### src/rtl/instr_decode_ctrl_if.sv
// Instruction fetch port of instr_decode_ctrl: request/valid handshake, instruction
// byte and fetch address. master = controller side, slave = instruction memory side.
interface instr_decode_ctrl_if #(
    parameter int unsigned PC_W = 5
);
    logic            instr_req;
    logic            instr_vld;
    logic [7:0]      instr;
    logic [PC_W-1:0] pc;

    modport master (
        output instr_req,
        output pc,
        input  instr_vld,
        input  instr
    );

    modport slave (
        input  instr_req,
        input  pc,
        output instr_vld,
        output instr
    );
endinterface

### src/rtl/instr_decode_ctrl.sv
// Fetch/decode/execute controller feeding the 4x8 register file and accumulator/ALU.
// Build option: define ID_JMP_EN to make opcode 110 a JMP; otherwise it is LDI.
module instr_decode_ctrl #(
    parameter int unsigned          PC_W   = 5,
    parameter logic [PC_W-1:0]      PC_RST = '0
) (
    input  logic                    clk,
    input  logic                    nReset,
    instr_decode_ctrl_if.master     fetch,
    output logic [3:0]              RegNum,
    output logic                    RegCE,
    output logic                    AccCE,
    output logic [2:0]              AluOp,
    output logic [7:0]              Imm,
    output logic                    halted
);

    typedef enum logic [1:0] {
        S_FETCH,
        S_DECODE,
        S_EXEC,
        S_HALT
    } state_t;

    typedef enum logic [2:0] {
        OP_NOP = 3'd0,
        OP_MOV = 3'd1,
        OP_LDA = 3'd2,
        OP_ADD = 3'd3,
        OP_SUB = 3'd4,
        OP_AND = 3'd5,
`ifdef ID_JMP_EN
        OP_JMP = 3'd6,
`else
        OP_LDI = 3'd6,
`endif
        OP_HLT = 3'd7
    } opcode_t;

    typedef enum logic [2:0] {
        ALU_PASS_REG = 3'd0,
        ALU_ADD      = 3'd1,
        ALU_SUB      = 3'd2,
        ALU_AND      = 3'd3,
        ALU_PASS_IMM = 3'd4
    } alu_t;

    state_t          r_state;
    logic [7:0]      r_ir;
    logic [PC_W-1:0] r_pc;
    logic            r_req;
    logic [3:0]      r_regnum;
    logic            r_regce;
    logic            r_acce;
    alu_t            r_aluop;
    logic [7:0]      r_imm;
    logic            r_halted;

    opcode_t         w_op;
    logic            w_accept;
    logic [PC_W-1:0] w_pc_inc;
    logic            w_regce;
    logic            w_acce;
    alu_t            w_aluop;
    logic [7:0]      w_imm;
`ifdef ID_JMP_EN
    logic [PC_W+4:0] w_jmp_ext;
    logic [PC_W-1:0] w_jmp_tgt;
`endif

    function automatic logic [3:0] onehot(input logic [1:0] sel);
        return 4'b0001 << sel;
    endfunction

    assign w_op     = opcode_t'(r_ir[7:5]);
    assign w_accept = (r_state == S_FETCH) && r_req && fetch.instr_vld;
    assign w_pc_inc = r_pc + PC_W'(1);

`ifdef ID_JMP_EN
    // Zero-extend the 5-bit target, then keep only PC_W bits (truncates when PC_W < 5).
    assign w_jmp_ext = {{PC_W{1'b0}}, r_ir[4:0]};
    assign w_jmp_tgt = w_jmp_ext[PC_W-1:0];
`endif

    // Strobe pattern for the EXEC cycle, loaded into the output registers on leaving DECODE.
    always_comb begin
        w_regce = 1'b0;
        w_acce  = 1'b0;
        w_aluop = ALU_PASS_REG;
        w_imm   = '0;
        case (w_op)
            OP_MOV: w_regce = 1'b1;
            OP_LDA: w_acce  = 1'b1;
            OP_ADD: begin
                w_acce  = 1'b1;
                w_aluop = ALU_ADD;
            end
            OP_SUB: begin
                w_acce  = 1'b1;
                w_aluop = ALU_SUB;
            end
            OP_AND: begin
                w_acce  = 1'b1;
                w_aluop = ALU_AND;
            end
`ifndef ID_JMP_EN
            OP_LDI: begin
                w_acce  = 1'b1;
                w_aluop = ALU_PASS_IMM;
                w_imm   = {5'b0, r_ir[2:0]};
            end
`endif
            default: ;
        endcase
    end

    always_ff @(posedge clk or negedge nReset) begin
        if (!nReset) begin
            r_state  <= S_FETCH;
            r_ir     <= '0;
            r_pc     <= PC_RST;
            r_req    <= 1'b0;
            r_regnum <= '0;
            r_regce  <= 1'b0;
            r_acce   <= 1'b0;
            r_aluop  <= ALU_PASS_REG;
            r_imm    <= '0;
            r_halted <= 1'b0;
        end else begin
            case (r_state)
                S_FETCH: begin
                    if (w_accept) begin
                        r_ir     <= fetch.instr;
                        r_pc     <= w_pc_inc;
                        r_req    <= 1'b0;
                        r_regnum <= onehot(fetch.instr[4:3]);
                        r_state  <= S_DECODE;
                    end else begin
                        r_req    <= 1'b1;
                    end
                end
                S_DECODE: begin
                    if (w_op == OP_HLT) begin
                        r_regnum <= '0;
                        r_halted <= 1'b1;
                        r_state  <= S_HALT;
                    end else begin
                        r_regnum <= onehot(r_ir[4:3]);
                        r_regce  <= w_regce;
                        r_acce   <= w_acce;
                        r_aluop  <= w_aluop;
                        r_imm    <= w_imm;
                        r_state  <= S_EXEC;
                    end
                end
                S_EXEC: begin
                    r_regnum <= '0;
                    r_regce  <= 1'b0;
                    r_acce   <= 1'b0;
                    r_aluop  <= ALU_PASS_REG;
                    r_imm    <= '0;
                    r_req    <= 1'b1;
                    r_state  <= S_FETCH;
`ifdef ID_JMP_EN
                    if (w_op == OP_JMP) begin
                        r_pc <= w_jmp_tgt;
                    end
`endif
                end
                S_HALT: begin
                    r_state <= S_HALT;
                end
                default: begin
                    r_state <= S_FETCH;
                end
            endcase
        end
    end

    assign fetch.instr_req = r_req;
    assign fetch.pc        = r_pc;
    assign RegNum          = r_regnum;
    assign RegCE           = r_regce;
    assign AccCE           = r_acce;
    assign AluOp           = r_aluop;
    assign Imm             = r_imm;
    assign halted          = r_halted;

    a_single_strobe: assert property (@(posedge clk) disable iff (!nReset)
        !(RegCE && AccCE));

    a_halt_quiet: assert property (@(posedge clk) disable iff (!nReset)
        halted |-> (!fetch.instr_req && !RegCE && !AccCE && (RegNum == 4'b0000)));

endmodule
### src/flat_wrapper.sv
// flat-port wrapper written by rule: the top's interface ports become plain ports
module instr_decode_ctrl_flat 
#(
    parameter int unsigned          PC_W   = 5,
    parameter logic [PC_W-1:0]      PC_RST = '0
)
  (clk, nReset, RegNum, RegCE, AccCE, AluOp, Imm, halted, fetch_instr_req, fetch_pc, fetch_instr_vld, fetch_instr);
  instr_decode_ctrl_if #(.PC_W(PC_W)) fetch_i ();
  input  logic clk;
  input  logic nReset;
  output logic [3:0] RegNum;
  output logic RegCE;
  output logic AccCE;
  output logic [2:0] AluOp;
  output logic [7:0] Imm;
  output logic halted;
  output wire logic [$bits(fetch_i.instr_req)-1:0] fetch_instr_req;
  output wire logic [$bits(fetch_i.pc)-1:0] fetch_pc;
  input wire logic [$bits(fetch_i.instr_vld)-1:0] fetch_instr_vld;
  input wire logic [$bits(fetch_i.instr)-1:0] fetch_instr;
  assign fetch_instr_req = fetch_i.instr_req;
  assign fetch_pc = fetch_i.pc;
  assign fetch_i.instr_vld = fetch_instr_vld;
  assign fetch_i.instr = fetch_instr;
  instr_decode_ctrl #(.PC_W(PC_W), .PC_RST(PC_RST)) u_core (.clk(clk), .nReset(nReset), .fetch(fetch_i), .RegNum(RegNum), .RegCE(RegCE), .AccCE(AccCE), .AluOp(AluOp), .Imm(Imm), .halted(halted));
endmodule
### config.mk
export PLATFORM = sky130hd
export DESIGN_NAME = instr_decode_ctrl_flat
export DESIGN_NICKNAME = d
export VERILOG_FILES = /design/src/rtl/instr_decode_ctrl_if.sv /design/src/rtl/instr_decode_ctrl.sv /design/src/flat_wrapper.sv
export SDC_FILE = /design/constraint.sdc
export NUM_CORES = 1
export LEC_CHECK = 0
export CORE_MARGIN = 4
export CORE_UTILIZATION = 48
export CTS_BUF_LIST = sky130_fd_sc_hd__clkbuf_4 sky130_fd_sc_hd__clkbuf_8 sky130_fd_sc_hd__clkbuf_16
export DETAILED_ROUTE_END_ITERATION = 7
export PLACE_DENSITY = 0.83
export SLEW_MARGIN = 20
export SYNTH_ARGS = -nofsm -noshare
export SYNTH_HDL_FRONTEND = slang
export SYNTH_SLANG_ARGS = --single-unit
### constraint.sdc
create_clock -name clk -period 1.6 [get_ports clk]
set_input_delay 0.4 -clock clk [delete_from_list [all_inputs] [get_ports clk]]
set_output_delay 0.4 -clock clk [all_outputs]
set_load 0.005 [all_outputs]
### Word-level counts from Yosys, hierarchy flattened

Index checks and enable logic that the tools add are counted.

| word-level totals | value |
|---|---|
| register bits after elaboration | 34 |
| input bits | 11 |
| output and inout port bits | 24 |
| word-level logic and storage cells | 56 |

| operators by class | value |
|---|---|
| add/sub/neg operators | 1 |
| equal/unequal tests | 12 |
| shift-type cells | 2 |
| mux-type cells | 20 |
| reductions and logical operators | 11 |

Operators with widths:

| kind | count |
|---|---|
| case mux 8 bit (2 select lines) | 1 |
| == test 3 bit (second input constant) | 4 |
| case mux 3 bit (4 select lines) | 1 |
| case mux 4 bit (3 select lines) | 1 |
| two-way mux 4 bit | 2 |
| two-way mux 8 bit | 1 |
| case mux 2 bit (4 select lines) | 1 |
| AND reduction 2 bit | 4 |
| << shifter 1 x 2 -> 4 bit (first input constant) | 2 |
| == test 3 x 2 -> 1 bit (second input constant) | 2 |
| two-way mux 1 bit | 6 |
| two-way mux 3 bit | 2 |
| case mux 1 bit (2 select lines) | 3 |
| case mux 3 bit (2 select lines) | 1 |
| adder 5 x 1 -> 5 bit (second input constant) | 1 |
| OR reduction 5 bit | 1 |
| == test 2 bit (second input constant) | 2 |
| nonzero test 2 bit | 2 |
| == test 3 x 1 -> 1 bit (second input constant) | 1 |
| nonzero test 3 bit | 1 |
| == test 2 x 1 -> 1 bit (second input constant) | 1 |
| logical AND 1 bit | 2 |
| logical NOT 2 bit | 1 |
| two-way mux 2 bit | 1 |
| 2 further kinds | 2 |

### Logic depth before layout (Yosys ltp)

| depth | value |
|---|---|
| depth after elaboration | 5 |
| mapped depth | 6 |

### Least setup slack after synthesis

Ideal clock, no wire load.

| timing path | value |
|---|---|
| path kind | reg-to-reg |
| start | register u_core.r_state[0] |
| end | register u_core.r_regnum[1], in the netlist u_core.RegNum[1] |
| library setup time | 126 ps |
| arrival time | 1,310 ps |
| required time | 1,474 ps |
| slack | 164 ps |
| cell stages (with the launch flop) | 6 |
| period minus slack after synthesis | 1,436 ps |
| cells stage by stage | dfrtp_1 inv_1 ha_1 clkbuf_1 a21oi_1 o32a_1 |

| between the ends | value |
|---|---|
| word-level cells in the longest chain between the ends | 5 |
| elaborated cells between the ends (all ways) | 9 |
| those cells by class | 3 x eq/ne; 1 x mux; 5 x reduce/logical |

Ends and longest elaborated chain:

| item | RTL line | source |
|---|---|---|
| from (decl) | instr_decode_ctrl.sv:48 | `state_t r_state;` |
| from (signal assigned) | instr_decode_ctrl.sv:119 | `r_state <= S_FETCH;` |
| from (signal assigned) | instr_decode_ctrl.sv:137 | `r_state <= S_DECODE;` |
| from (signal assigned) | instr_decode_ctrl.sv:146 | `r_state <= S_HALT;` |
| logical NOT 2 bit | instr_decode_ctrl.sv:76, instr_decode_ctrl.sv:130 |  |
| logical AND 1 bit (2 in series) | instr_decode_ctrl.sv:76 | `assign w_accept = (r_state == S_FETCH) && r_req && fetch.instr_vld;` |
| inequality test 2 x 1 -> 1 bit (no source line) | n/a |  |
| AND reduction 2 bit (no source line) | n/a |  |
| to (signal assigned) | instr_decode_ctrl.sv:136 | `r_regnum <= onehot(fetch.instr[4:3]);` |
| to (signal assigned) | instr_decode_ctrl.sv:148 | `r_regnum <= onehot(r_ir[4:3]);` |
| to (decl) | instr_decode_ctrl.sv:52 | `logic [3:0] r_regnum;` |

Several ways; a longest one is shown, not always the timed one.
A chain may end at the register's enable or synchronous reset.

### Worst setup path in the final report

| timing path | value |
|---|---|
| start | register u_core.r_state[0] |
| end | register u_core.r_imm[0], in the netlist u_core.Imm[0] |

| between the ends | value |
|---|---|
| word-level cells in the longest chain between the ends | 3 |
| elaborated cells between the ends (all ways) | 6 |
| those cells by class | 3 x eq/ne; 1 x mux; 2 x reduce/logical |

Ends and longest elaborated chain:

| item | RTL line | source |
|---|---|---|
| == test 2 x 1 -> 1 bit or == test 2 bit (tied branches) | instr_decode_ctrl.sv:130 | `case (r_state)` |
| inequality test 2 bit (no source line) or nonzero test 2 bit (tied branches) | n/a |  |
| AND reduction 2 bit (no source line) | n/a |  |
| to (signal assigned) | instr_decode_ctrl.sv:152 | `r_imm <= w_imm;` |
| to (decl) | instr_decode_ctrl.sv:56 | `logic [7:0] r_imm;` |

Several ways; a longest one is shown, not always the timed one.

==> qor.tcl <==
set qor(status) {finished clean}
set qor(endpoint_kind) {flop}
set qor(finalCoreUtilization_pct) 70.7
set qor(synth-edff-count) 0
set qor(routed_wl_per_cell_um) 14.3
set qor(finalSetupViolations) 0
set qor(most_frequent_standard_cell_in_the_layout_excluding_fill_and_tap_cells) {sky130_fd_sc_hd__nand2_1}
set qor(ant_nets) 0
set qor(synth.yosys.seq_area_share_pct) 51.2
set qor(detailroute.via_count) 1240
set qor(period_needed_ps) 1540
set qor(num_rows) 19
set qor(reg2reg_slack_ps) 60
set qor(timing.final.hold_violations) 0
set qor(worst-endpoint-arrival_ps) 1810
set qor(synth_flop_cell) {sky130_fd_sc_hd__dfrtp_1}
set qor(synthCells) 143
set qor(cts_made_buffers) 5
set qor(drt_first_iter_violations) 44
set qor(tritoncts_clock_tree) {built}
set qor(insertion_delay_ps) 330
set qor(start_util_pct) 50.9
set qor(p_per_area_nw_per_um2) 657
set qor(drv.max_cap_violation_count) 0
set qor(worst_ep_required_time_ps) 1860
set qor(antenna_violations_before_repair) 0
set qor(synth-warning-count) 0
set qor(clock_path_buffers) 2
set qor(synthesized_area_divided_by_synthesized_cell_count_um2) 9.90
set qor(dieWidth_um) 62.3
set qor(die_h_um) 62.3
set qor(post_synth_instance_area_um2) 1420
set qor(clock.fmax_mhz) 648
set qor(grt_util_met1_pct) 22.1
set qor(grt_first_pass_wirelength_mm) 5.53
set qor(finalWorstSetupSlack_ps) 57.0
set qor(least_margin_pin_slew_ps) 540
set qor(dieArea_um2) 3880
set qor(dpl.hpwl_mm) 2.20
set qor(post_route_cells_drive_above_1_share_pct) 20.7
set qor(clkSlewWorstSetupHoldPaths_ps) 90
set qor(detail_route.wirelength_mm) 3.28
set qor(fin_nets) 213
set qor(fillers) 210
set qor(irDropWorstVdd_v) 0.000762
set qor(floorplan_core_area_um2) 2780
set qor(global_route_usage_sum_pct) 18.1
set qor(final.setup_skew_ps) 6.15
set qor(timing.max_slew.rel_slack_pct) 63.6
set qor(drtPass1Iterations) 4
set qor(grt_use_met2_pct) 27.5
set qor(io_buffers) 29
set qor(synth-async-reset-ratio_pct) 100
set qor(grt_remaining_overflow) 0
set qor(grt_max_degree) 30
set qor(grt_use_met3_pct) 7.03
set qor(r2r_cells) 5
set qor(cts-root-buf) {sky130_fd_sc_hd__clkbuf_4}
set qor(num_antenna_cells) 0
set qor(gpl.final_weighted_congestion) 0.873
set qor(tritoncts_num_sinks) 29
set qor(post_drt_via_cell_ratio) 5.41
set qor(design.portCount) 35
set qor(synth.lib_cells_used.distinct) 35
set qor(via_count_of_the_first_global_routing_pass) 1214
set qor(start_kind) {flop}
set qor(total_leakage_power_nw) 1.09
set qor(timing_worst_setup_path_type) {reg2reg}
set qor(layout_common_cells) {34 x sky130_fd_sc_hd__nand2_1, 29 x sky130_fd_sc_hd__dfrtp_1, 26 x sky130_fd_sc_hd__buf_4}
set qor(critical_path.max_fanout) 4
set qor(rsz0062_at_grt) {true}
set qor(synth_seq_cells) 29
set qor(fin_crit_sh_pct) 96.4
set qor(crit-reg2reg-capture) {u_core.Imm[0]}
set qor(drc_violation_count_after_routing) 0
set qor(dpl_worst_slack_ps) 5.96
set qor(h-tree-depth) 2
set qor(area_growth_syn_to_layout_pct) 38.9
set qor(final-max-slew-violation-count) 0
set qor(crit-reg2reg-launch) {u_core.r_state[0]}
set qor(hold_path_class) {in2async}
set qor(top_usage_layer) {met2}
stage by stage:
step	hold slack (ps)	power [W]	setup TNS [ps]	std cells	instance area, um^2
after detailed placement	461	0.000795	0	204	1750
after floorplan	104	0.000761	0	147	1430
after CTS	442	0.00130	0	226	1910
after global routing	451	0.00136	-101	229	1970
after global placement	453	0.000794	0	204	1750
final	441	0.00129	0	229	1970
timing repair:
| action | CTS | global route |
|---|---|---|
| gates resized for setup | 13 | 12 |
| endpoints found under the setup margin | 21 | 14 |
| hold buffers | 0 | 0 |
| cloned | 0 | 0 |
| buffers inserted | 14 | 3 |
cells by family after synthesis:
logic type / count (synthesis) / synth area share, %
AOI/OAI and AO/OA: 28 / 13.6
DFF: 29 / 51.2
adders and majority gates: 5 / 4.42
buffers and inverters: 16 / 6.71
xor gates and xnor gates: 5 / 3.09
and+or+nand+nor: 59 / 20.7
other: 1 / 0.265
worst max-delay path by stage:
stage                       startpoint                 to  slack, ps  depth (start not counted)
floorplan            u_core.r_state[0]   u_core.RegNum[1]        160                          5
global placement        fetch_instr[4]   u_core.RegNum[1]         50                          4
detailed placement      fetch_instr[4]   u_core.RegNum[1]          6                          4
CTS                 u_core.fetch.pc[0]        fetch_pc[0]        0.2                          1
global route         u_core.r_state[1]  u_core.r_state[0]        -50                          6
finish               u_core.r_state[0]      u_core.Imm[0]         60                          5
power breakdown:
group | internal (W) | switching, W
registers | 0.000732 | 0
clock network | 0.000254 | 0.000257
logic | 0.0000245 | 0.0000235
critical path: stages (launching register included):
cell and delay (ps):
sky130_fd_sc_hd__dfrtp_1 390, sky130_fd_sc_hd__inv_1 110, sky130_fd_sc_hd__ha_1 260, sky130_fd_sc_hd__nor2b_1 160, sky130_fd_sc_hd__nor3b_2 350, sky130_fd_sc_hd__a22o_1 200
final cells by class:
type                            instances  area (um^2)  share of cell area, %
Sequential cell                        29          726                   36.9
Clock buffer                            7         65.1                   3.31
Timing Repair Buffer                   55          488                   24.8
Multi-Input combinational cell        102          629                   32.0
Tap cell                               31         38.8                   1.97
Inverter                                4         15.0                  0.763
Clock inverter                          1         5.00                  0.254
synth_stat cells (2+ instances only):
cell,count,share of area [%]
sky130_fd_sc_hd__a21oi_1,5,1.8
sky130_fd_sc_hd__o21ai_0,8,2.8
sky130_fd_sc_hd__clkbuf_1,4,1.1
sky130_fd_sc_hd__buf_6,2,1.6
sky130_fd_sc_hd__nor3_1,2,0.71
sky130_fd_sc_hd__inv_1,4,1.1
sky130_fd_sc_hd__nand3_1,4,1.4
sky130_fd_sc_hd__a31oi_1,2,0.88
sky130_fd_sc_hd__nand4_1,3,1.3
sky130_fd_sc_hd__dfrtp_1,29,51
sky130_fd_sc_hd__a2bb2oi_1,2,1.2
sky130_fd_sc_hd__a22o_1,3,1.9
sky130_fd_sc_hd__xnor2_1,5,3.1
sky130_fd_sc_hd__ha_1,5,4.4
sky130_fd_sc_hd__nor2_1,4,1.1
sky130_fd_sc_hd__nand2b_1,3,1.3
sky130_fd_sc_hd__buf_4,5,2.7
sky130_fd_sc_hd__o32a_1,3,2.1
sky130_fd_sc_hd__nand2_1,34,9.0
metal layers:
layer / routed length, um / vias up
met3: 192 / 11
met4: 95 / 0
met1: 1440 / 590
met2: 1550 / 46
met5: 0 / -
li1: - / 593
sequential cells by signal, summed over array words and instances, names as in the netlist:
name and cells:
u_core.AluOp 3, u_core.halted 1, u_core.fetch.pc 5, u_core.r_ir 8
u_core.fetch.instr_req 1, u_core.Imm 3, u_core.RegNum 4, u_core.AccCE 1
u_core.RegCE 1, u_core.r_state 2
Power figures use the tool's default switching activity.
